==> src/rtl/wb_spi_slave.sv <==
// Wishbone SPI slave (mode 0, MSB first, 8-bit words) with single-byte RX/TX buffers.
// Optional interrupt logic is enabled by defining SPI_SLAVE_IRQ_EN.
`timescale 1ns/1ps

module wb_spi_slave #(
  parameter int          sync_stages = 2,
  parameter logic [7:0]  dummy_byte  = 8'hFF
) (
  input  logic        clk,
  input  logic        reset,
  input  logic [31:0] wb_adr_i,
  input  logic [31:0] wb_dat_i,
  output logic [31:0] wb_dat_o,
  input  logic        wb_stb_i,
  input  logic        wb_cyc_i,
  input  logic        wb_we_i,
  input  logic [3:0]  wb_sel_i,
  output logic        wb_ack_o,
  input  logic        spi_sck,
  input  logic        spi_mosi,
  output logic        spi_miso,
  input  logic        spi_ss_n,
  output logic        intr
);

  logic [sync_stages-1:0] r_sck_sync;
  logic [sync_stages-1:0] r_mosi_sync;
  logic [sync_stages-1:0] r_ss_sync;
  logic                   r_sck_prev;
  logic                   r_ss_prev;

  logic        r_ack;
  logic [31:0] r_dat;
  logic [7:0]  r_rx_data;
  logic [7:0]  r_rx_shift;
  logic [7:0]  r_tx_buf;
  logic [7:0]  r_tx_shift;
  logic        r_rx_full;
  logic        r_tx_full;
  logic        r_overrun;
  logic        r_active;
  logic [2:0]  r_bit_cnt;

  logic        w_sck;
  logic        w_mosi;
  logic        w_ss;
  logic        w_rise;
  logic        w_fall;
  logic        w_ss_start;
  logic        w_ss_end;
  logic        w_req;
  logic        w_rx_read;
  logic        w_tx_write;
  logic        w_ctrl_write;
  logic        w_byte_done;
  logic        w_tx_load;
  logic        w_ien;
  logic [31:0] w_rd_data;
  logic        w_unused;

  assign w_sck  = r_sck_sync[sync_stages-1];
  assign w_mosi = r_mosi_sync[sync_stages-1];
  assign w_ss   = r_ss_sync[sync_stages-1];

  assign w_rise     = w_sck & ~r_sck_prev;
  assign w_fall     = ~w_sck & r_sck_prev;
  // The ss synchronizer resets to "selected", so a frame can only start after ss_n
  // has been seen high following reset.
  assign w_ss_start = r_ss_prev & ~w_ss;
  assign w_ss_end   = ~r_ss_prev & w_ss;

  assign w_req        = wb_stb_i & wb_cyc_i & ~r_ack;
  assign w_rx_read    = w_req & ~wb_we_i & (wb_adr_i[3:2] == 2'd0);
  assign w_tx_write   = w_req &  wb_we_i & (wb_adr_i[3:2] == 2'd1);
  assign w_ctrl_write = w_req &  wb_we_i & (wb_adr_i[3:2] == 2'd3);

  assign w_byte_done = r_active & ~w_ss_start & ~w_ss_end & w_rise & (r_bit_cnt == 3'd7);
  assign w_tx_load   = w_ss_start | w_byte_done;

  assign w_unused = ^{wb_sel_i, wb_adr_i[31:4], wb_adr_i[1:0], wb_dat_i[31:8]};

`ifdef SPI_SLAVE_IRQ_EN
  logic r_ien;

  always_ff @(posedge clk) begin
    if (reset) begin
      r_ien <= 1'b0;
    end else if (w_ctrl_write) begin
      r_ien <= wb_dat_i[0];
    end
  end

  assign w_ien = r_ien;
  assign intr  = r_ien & (r_rx_full | r_overrun);
`else
  assign w_ien = 1'b0;
  assign intr  = 1'b0;
`endif

  always_comb begin
    w_rd_data = 32'd0;
    case (wb_adr_i[3:2])
      2'd0:    w_rd_data = {24'd0, r_rx_data};
      2'd2:    w_rd_data = {28'd0, r_active, r_overrun, r_tx_full, r_rx_full};
      2'd3:    w_rd_data = {31'd0, w_ien};
      default: w_rd_data = 32'd0;
    endcase
  end

  always_ff @(posedge clk) begin
    if (reset) begin
      r_sck_sync  <= '0;
      r_mosi_sync <= '0;
      r_ss_sync   <= '0;
      r_sck_prev  <= 1'b0;
      r_ss_prev   <= 1'b0;
      r_ack       <= 1'b0;
      r_dat       <= 32'd0;
      r_rx_data   <= 8'd0;
      r_rx_shift  <= 8'd0;
      r_tx_buf    <= 8'd0;
      r_tx_shift  <= dummy_byte;
      r_rx_full   <= 1'b0;
      r_tx_full   <= 1'b0;
      r_overrun   <= 1'b0;
      r_active    <= 1'b0;
      r_bit_cnt   <= 3'd0;
    end else begin
      r_sck_sync  <= {r_sck_sync[sync_stages-2:0], spi_sck};
      r_mosi_sync <= {r_mosi_sync[sync_stages-2:0], spi_mosi};
      r_ss_sync   <= {r_ss_sync[sync_stages-2:0], spi_ss_n};
      r_sck_prev  <= w_sck;
      r_ss_prev   <= w_ss;

      // Read data and side effects are both taken in the request cycle, so they
      // become visible together in the ack cycle.
      r_ack <= w_req;
      r_dat <= (w_req & ~wb_we_i) ? w_rd_data : 32'd0;

      if (w_ss_start) begin
        r_active  <= 1'b1;
        r_bit_cnt <= 3'd0;
      end else if (w_ss_end) begin
        r_active  <= 1'b0;
        r_bit_cnt <= 3'd0;
      end else if (r_active) begin
        if (w_rise) begin
          r_rx_shift <= {r_rx_shift[6:0], w_mosi};
          r_bit_cnt  <= r_bit_cnt + 3'd1;
        end
        if (w_fall && (r_bit_cnt != 3'd0)) begin
          r_tx_shift <= {r_tx_shift[6:0], 1'b0};
        end
      end

      if (w_rx_read) begin
        r_rx_full <= 1'b0;
      end
      if (w_ctrl_write && wb_dat_i[1]) begin
        r_overrun <= 1'b0;
      end
      if (w_byte_done) begin
        if (!r_rx_full || w_rx_read) begin
          r_rx_data <= {r_rx_shift[6:0], w_mosi};
          r_rx_full <= 1'b1;
        end else begin
          r_overrun <= 1'b1;
        end
      end

      // A load sees the buffer as it was before any write in the same cycle.
      if (w_tx_load) begin
        r_tx_shift <= r_tx_full ? r_tx_buf : dummy_byte;
        if (r_tx_full) begin
          r_tx_full <= 1'b0;
        end
      end
      if (w_tx_write) begin
        r_tx_buf  <= wb_dat_i[7:0];
        r_tx_full <= 1'b1;
      end
    end
  end

  assign wb_ack_o = r_ack;
  assign wb_dat_o = r_dat;
  assign spi_miso = r_active ? r_tx_shift[7] : 1'b1;

endmodule
==> config.mk <==
export PLATFORM = sky130hd
export DESIGN_NAME = wb_spi_slave
export DESIGN_NICKNAME = d
export VERILOG_FILES = /design/src/rtl/wb_spi_slave.sv
export SDC_FILE = /design/constraint.sdc
export NUM_CORES = 1
export LEC_CHECK = 0
export CORE_MARGIN = 2
export CORE_UTILIZATION = 43
export CTS_BUF_LIST = sky130_fd_sc_hd__clkbuf_8
export DETAILED_ROUTE_END_ITERATION = 12
export PLACE_DENSITY = 0.82
export SETUP_SLACK_MARGIN = 0.05
export SYNTH_ARGS = -nofsm -noshare
export SYNTH_HDL_FRONTEND = slang
export SYNTH_SLANG_ARGS = --single-unit
export TNS_END_PERCENT = 30
==> constraint.sdc <==
create_clock -name clk -period 2.1 [get_ports clk]
set_input_delay 0.21 -clock clk [delete_from_list [all_inputs] [get_ports clk]]
set_output_delay 0.21 -clock clk [all_outputs]
set_load 0.01 [all_outputs]
**Word-level counts from Yosys, hierarchy flattened**

Index checks and enable logic that the tools add are counted.

- Logic and storage cells: 82
- Bits in registers: 79
- Bits in read-only memories: 0
- Input bits: 76
- Memories: 0
- Bits in writable memories: 0
- Latch bits: 0

- Div/mod/pow operators: 0
- Shifts and indexed selects: 0
- Bitwise operators: 25
- $lt $le $gt $ge: 0
- Multiplexer cells: 18
- Reductions and logical operators: 16
- Multiply operators: 0
- $add $sub $neg: 1
- Eq/ne operators: 6

Operators by type and width:

| operator | count |
|---|---|
| 2-to-1 mux 8 bit | 6 |
| one-hot mux 8 bit (2 select lines) | 1 |
| bitwise AND 1 bit | 15 |
| 2-to-1 mux 1 bit | 11 |
| NOT 1 bit | 9 |
| AND reduction 4 bit | 2 |
| nonzero test 2 bit | 4 |
| equality test 2 bit (second input constant) | 2 |
| != test 2 x 1 -> 1 bit (second input constant) | 2 |
| AND reduction 2 bit | 2 |
| adder 3 x 1 -> 3 bit (second input constant) | 1 |
| equality test 3 bit (second input constant) | 1 |
| nonzero test 3 bit | 1 |
| OR reduction 3 bit | 1 |
| equality test 2 x 1 -> 1 bit (second input constant) | 1 |
| logical AND 1 bit | 2 |
| logical NOT 2 bit | 1 |
| OR reduction 2 bit | 1 |
| logical NOT 1 bit | 1 |
| logical OR 1 bit | 1 |
| bitwise OR 1 bit | 1 |

**Longest topological paths before layout**

- Depth after elaboration: 10
- Gate-level depth with buffers: 7

**Least setup slack after synthesis**

OpenSTA, ideal clock, no wires.

- Path kind: flip-flop to flip-flop
- From: register r_bit_cnt[0]
- To: register r_tx_shift[0]
- Required time: 1.980 ns
- Arrival time: 1.493 ns
- Cell stages (with the launch flop): 8
- Slack: 0.487 ns
- Path through: dfxtp_1 -> ha_1 -> ha_1 -> nor2b_1 -> a21oi_1 -> buf_6 -> a21o_4 -> a211o_1

- Word-level cells in the longest chain between the ends: 5

RTL lines:

| what | line | source |
|---|---|---|
| start, declared | 42 | `logic [2:0] r_bit_cnt;` |
| start signal, assigned | 149 | `r_bit_cnt <= r_bit_cnt + 3'd1;` |
| equality test 3 bit | 77 | `assign w_byte_done = r_active & ~w_ss_start & ~w_ss_end & w_rise & (r_bit_cnt == 3'd7);` |
| bitwise AND 1 bit | 77 |  |
| bitwise OR 1 bit | 78 | `assign w_tx_load = w_ss_start \| w_byte_done;` |
| != test 2 x 1 -> 1 bit (no line) or nonzero test 2 bit (tied branches) | -- |  |
| AND reduction 4 bit (no line) | -- |  |
| end signal, assigned | 122 | `r_tx_shift <= dummy_byte;` |
| end signal, assigned | 152 | `r_tx_shift <= {r_tx_shift[6:0], 1'b0};` |
| end signal, assigned | 173 | `r_tx_shift <= r_tx_full ? r_tx_buf : dummy_byte;` |
| end, declared | 37 | `logic [7:0] r_tx_shift;` |

Several ways; a longest one is shown, not always the timed one.
A chain may end at the register's enable or synchronous reset.

**Final worst setup path**

- From: register r_active
- To: register r_rx_data[7]

- Word-level cells in the longest chain between the ends: 5

RTL lines:

| what | line | source |
|---|---|---|
| start, declared | 41 | `logic r_active;` |
| start signal, assigned | 126 | `r_active <= 1'b0;` |
| start signal, assigned | 141 | `r_active <= 1'b1;` |
| start signal, assigned | 144 | `r_active <= 1'b0;` |
| bitwise AND 1 bit (4 in a row) | 77 |  |
| AND reduction 2 bit (no line) | -- |  |
| end signal, assigned | 164 | `r_rx_data <= {r_rx_shift[6:0], w_mosi};` |
| end, declared | 34 | `logic [7:0] r_rx_data;` |

No other way between the ends.

==> flow_summary.html <==
<table>
<tr><th>Metric</th><th>Value</th></tr>
<tr><th colspan="2">Routing</th></tr>
<tr><td>Final ANT Viol Nets</td><td>0</td></tr>
<tr><td>Via density</td><td>~4.9</td></tr>
<tr><td>1st-iter DRT viols</td><td>140</td></tr>
<tr><td>Total length of routed wires</td><td>~4.2 mm</td></tr>
<tr><td>1st-pass router iterations</td><td>5</td></tr>
<tr><td>Total vias in the final route</td><td>about 1800</td></tr>
<tr><td>DRC violation count after routing</td><td>0</td></tr>
<tr><td>Per-cell routed wire length</td><td>approximately 12 um</td></tr>
<tr><th colspan="2">Outcome</th></tr>
<tr><td>Outcome</td><td>complete, no violations</td></tr>
<tr><th colspan="2">Cells and area</th></tr>
<tr><td>Share of cells above drive strength 1</td><td>0.0660</td></tr>
<tr><td>Layout Cell Area excl Fill</td><td>approximately 2800 um2</td></tr>
<tr><td>Fillers</td><td>approximately 500</td></tr>
<tr><td>Nets@finish</td><td>about 370</td></tr>
<tr><td>Register Area</td><td>1100 um2</td></tr>
<tr><td>Layout area overhead</td><td>15.2%</td></tr>
<tr><td>Number of antenna diodes</td><td>0</td></tr>
<tr><td>Final standard cell utilization of the core</td><td>0.511</td></tr>
<tr><td>Area occupied by multi-input gates</td><td>1140 um2</td></tr>
<tr><th colspan="2">Worst setup path</th></tr>
<tr><td>Register-to-register path setup slack</td><td>~0.24 ns</td></tr>
<tr><td>Largest delay share family, worst path</td><td>simple AND/OR/NAND/NOR gates</td></tr>
<tr><td>Worst path depth</td><td>5</td></tr>
<tr><td>Endpoint type of the worst setup path</td><td>register</td></tr>
<tr><td>Capture point of the worst reg-to-reg path</td><td>r_rx_data[7]</td></tr>
<tr><td>CP Class</td><td>reg2reg</td></tr>
<tr><td>Critical path's slowest cell</td><td>sky130_fd_sc_hd__dfxtp_1</td></tr>
<tr><td>Crit-path max FO</td><td>10</td></tr>
<tr><td>Origin of the critical flop-to-flop path</td><td>r_active</td></tr>
<tr><td>Series of cell instances along the critical path</td><td>and3b_1 &gt; nand2_1 &gt; nor3b_1 &gt; buf_4 &gt; mux2i_1</td></tr>
<tr><td>Data arrival at the endpoint of the critical path</td><td>2.10 ns</td></tr>
<tr><td>CP Launch Point</td><td>r_active</td></tr>
<tr><td>Peak per-stage delay on the critical path</td><td>between 0.4 and 0.5 ns</td></tr>
<tr><td>Required time of the critical path</td><td>2.34 ns</td></tr>
<tr><td>Critical path launch point type</td><td>register</td></tr>
<tr><td>Count of cells along the worst register-to-register path</td><td>5</td></tr>
<tr><td>Crit path buf inv count</td><td>1</td></tr>
<tr><th colspan="2">Die</th></tr>
<tr><td>Count of standard-cell rows</td><td>27</td></tr>
<tr><td>Number of top-level pins</td><td>~110</td></tr>
<tr><td>Starting density of the core</td><td>0.443</td></tr>
<tr><td>Core area</td><td>5470 um2</td></tr>
<tr><td>Width of the chip</td><td>slightly below 80 um</td></tr>
<tr><td>Die ar.</td><td>about 6300 um2</td></tr>
<tr><td>Height of the chip</td><td>about 79 um</td></tr>
<tr><th colspan="2">Power and ir drop</th></tr>
<tr><td>Share of total power in sequential cells</td><td>0.597</td></tr>
<tr><td>Combinational cell fraction of total power</td><td>0.069</td></tr>
<tr><td>Internal power consumption</td><td>between 1000 and 1500 uW</td></tr>
<tr><td>PwrDens</td><td>between 600 and 700 nW/um2</td></tr>
<tr><td>VDD IR-drop max</td><td>0.250 mV</td></tr>
<tr><td>Final Total Pwr</td><td>1770 uW</td></tr>
<tr><td>Proportion of total power due to net switching</td><td>0.240</td></tr>
<tr><td>Leakage</td><td>0.00112 uW</td></tr>
<tr><td>Switching Power</td><td>roughly 420 uW</td></tr>
<tr><td>Clock network fraction of design power</td><td>0.334</td></tr>
<tr><th colspan="2">CTS</th></tr>
<tr><td>Reg clk slew, reported paths</td><td>0.10 ns</td></tr>
<tr><td>H-Tree Depth</td><td>2</td></tr>
<tr><td>Root Buffer Master</td><td>sky130_fd_sc_hd__clkbuf_8</td></tr>
<tr><td>Setup fix buffers added after clock tree synthesis</td><td>0</td></tr>
<tr><td>Number of buffers on the longest clock path</td><td>2</td></tr>
<tr><td>Number of CTS-inserted buffers</td><td>5</td></tr>
<tr><td>Quantity of gates resized following cts</td><td>0</td></tr>
<tr><td>CTS hold repair buffers</td><td>0</td></tr>
<tr><td>Clock latency of the later-clocked register in the worst-skew pair</td><td>just over 0.3 ns</td></tr>
<tr><td>CTS sink count</td><td>55</td></tr>
<tr><td>CTS tree</td><td>done</td></tr>
<tr><th colspan="2">Hold path</th></tr>
<tr><td>Hold path endpoint</td><td>r_mosi_sync[0]</td></tr>
<tr><td>Worst Hold Launch</td><td>spi_mosi</td></tr>
<tr><td>Count of cells along the worst hold path</td><td>2</td></tr>
<tr><td>Worst min path class</td><td>in2reg</td></tr>
<tr><th colspan="2">Global route</th></tr>
<tr><td>Global route total overflow</td><td>0</td></tr>
<tr><td>Largest net degree at the start of global routing</td><td>24</td></tr>
<tr><td>Vias in the first global route</td><td>approximately 1500</td></tr>
<tr><td>Wire length of the first global-routing pass</td><td>6.84 mm</td></tr>
<tr><td>Total track usage</td><td>0.138</td></tr>
<tr><td>Number of antenna violations at the first check in global routing</td><td>0</td></tr>
<tr><th colspan="2">Timing</th></tr>
<tr><td>Final setup violation count</td><td>0</td></tr>
<tr><td>RSZ-0062 raised after global routing</td><td>false</td></tr>
<tr><td>Slew at the pin with the worst max-slew slack</td><td>0.652 ns</td></tr>
<tr><td>Maximum clock frequency</td><td>approximately 540 MHz</td></tr>
<tr><td>Total negative slack for setup checks</td><td>0 ns</td></tr>
<tr><td>Worst Clk Skew</td><td>0.0102 ns</td></tr>
<tr><td>Final period utilization</td><td>0.885</td></tr>
<tr><td>Number of pins with negative max-slew slack in the final report</td><td>0</td></tr>
<tr><td>Rel. slew slack</td><td>0.565</td></tr>
<tr><td>Min Tclk post-route</td><td>roughly 1.9 ns</td></tr>
<tr><td>Worst Hold Margin</td><td>around 0.44 ns</td></tr>
<tr><td>Fin. Hold Viols</td><td>0</td></tr>
<tr><th colspan="2">Synthesis</th></tr>
<tr><td>Mapped cell area</td><td>approximately 2400 um2</td></tr>
<tr><td>Count of yosys warnings during synthesis</td><td>0</td></tr>
<tr><td>Post-synthesis instance total</td><td>roughly 260</td></tr>
<tr><td>Syn_area_per_cell</td><td>roughly 9.4 um2</td></tr>
<tr><td>Dominant synthesized flop cell</td><td>sky130_fd_sc_hd__dfxtp_1</td></tr>
<tr><td>Proportion of synthesized chip area in sequential cells</td><td>0.454</td></tr>
<tr><td>Post-synthesis async set-or-reset flop share</td><td>0</td></tr>
<tr><td>#FFs+latches synth</td><td>55</td></tr>
<tr><td>Count of flip-flops with a built-in enable after synthesis</td><td>0</td></tr>
<tr><td>Yosys cell types</td><td>32</td></tr>
<tr><th colspan="2">Placement</th></tr>
<tr><td>Routability-driven placement congestion ratio</td><td>a little under 0.8</td></tr>
<tr><td>Estimated wirelength of the detail-placed design</td><td>around 3.0 mm</td></tr>
<tr><td>Number of buffer cells added on primary ports</td><td>27</td></tr>
<tr><td>Placed inst area</td><td>approximately 2700 um2</td></tr>
<tr><th colspan="2">Job</th></tr>
<tr><td>Number of maximum-capacitance violations</td><td>0</td></tr>
</table>
logic make-up after synthesis:
group                    count (synthesis)  share of synthesized area
buffers and inverters                   43                      0.113
other                                    1                    0.00155
multiplexers                            30                      0.124
AND/OR/NAND/NOR                        100                      0.207
adder cells (fa/ha/maj)                  5                     0.0258
XOR/XNOR                                 1                    0.00361
AO/OA/AOI/OAI                           23                     0.0717
flip-flops                              55                      0.454
placed cells by master, fill, tap and decap left out, drive strengths merged, types with 2 or more instances in the layout:
master / instances
a21oi: 10
o2111ai: 7
nand4b: 7
nand3b: 2
clkbuf: 5
nand3: 7
and2: 4
or3: 2
dfxtp: 55
buf: 9
nor3: 2
conb: 25
nor2: 21
clkinv: 2
nor2b: 9
mux2i: 30
ha: 5
nand2: 34
clkdlybuf4s50: 27
nand2b: 9
inv: 5
cells in the mapped netlist, drive strengths merged (2+ instances only):
master    n  share of area
or3       2         0.0052
mux2i    30           0.12
nand3b    2         0.0062
nand3     7          0.014
nor3      2         0.0041
nand2b    9          0.023
nor2     21          0.032
nand2    34          0.053
buf      32          0.096
inv       5         0.0077
a21oi    10          0.021
and2      4          0.010
ha        5          0.026
nor2b     9          0.023
o2111ai   7          0.025
nand4b    7          0.025
dfxtp    55           0.45
clkbuf    6         0.0093
layer usage:
| metal | up-vias | GRT usage | routed length (um) |
|---|---|---|---|
| met3 | 10 | 0.0330 | 222 |
| li1 | 872 | - | - |
| met4 | 0 | 0.0603 | 83 |
| met2 | 50 | 0.231 | 2020 |
| met5 | - | 0 | 0 |
| met1 | 823 | 0.169 | 1850 |
flip-flops by register name, summed over array words and instances, names as in the netlist, 3 cells and up:
| name | flops |
|---|---|
| r_rx_shift | 7 |
| wb_dat_o | 8 |
| r_tx_shift | 8 |
| r_bit_cnt | 3 |
| r_tx_buf | 8 |
| r_rx_data | 8 |
stage by stage:
| stage | worst slack (ns) | std cells |
|---|---|---|
| floorplan | 0.487 | 282 |
| global placement | 0.259 | 352 |
| detailed placement | 0.181 | 352 |
| CTS | 0.245 | 360 |
| global route | 0.141 | 360 |
| finish | 0.242 | 360 |
power by group through the flow:
stage,Combinational [uW],Sequential [uW],Clock [uW]
CTS,121,1060,606
global route,134,1060,653
finish,122,1060,591
global placement,119,1080,0
detailed placement,121,1080,0
floorplan,106,1080,0
worst max path at each step:
stage	to	slack, ns
after floorplan	r_tx_shift[0]	0.49
after global placement	r_rx_data[6]	0.26
after detailed placement	r_rx_data[7]	0.18
after CTS	r_rx_data[7]	0.24
after global routing	r_rx_data[7]	0.14
final	r_rx_data[7]	0.24
final cells by class:
cell class                 count  share of cell area
timing repair buffer          36               0.125
clock buffer                   5              0.0246
inverter                       5             0.00671
tap                           72              0.0322
sequential                    55               0.394
clock inverter                 3             0.00895
multi-input combinational    184               0.408
(Power assumes the default switching activity.)
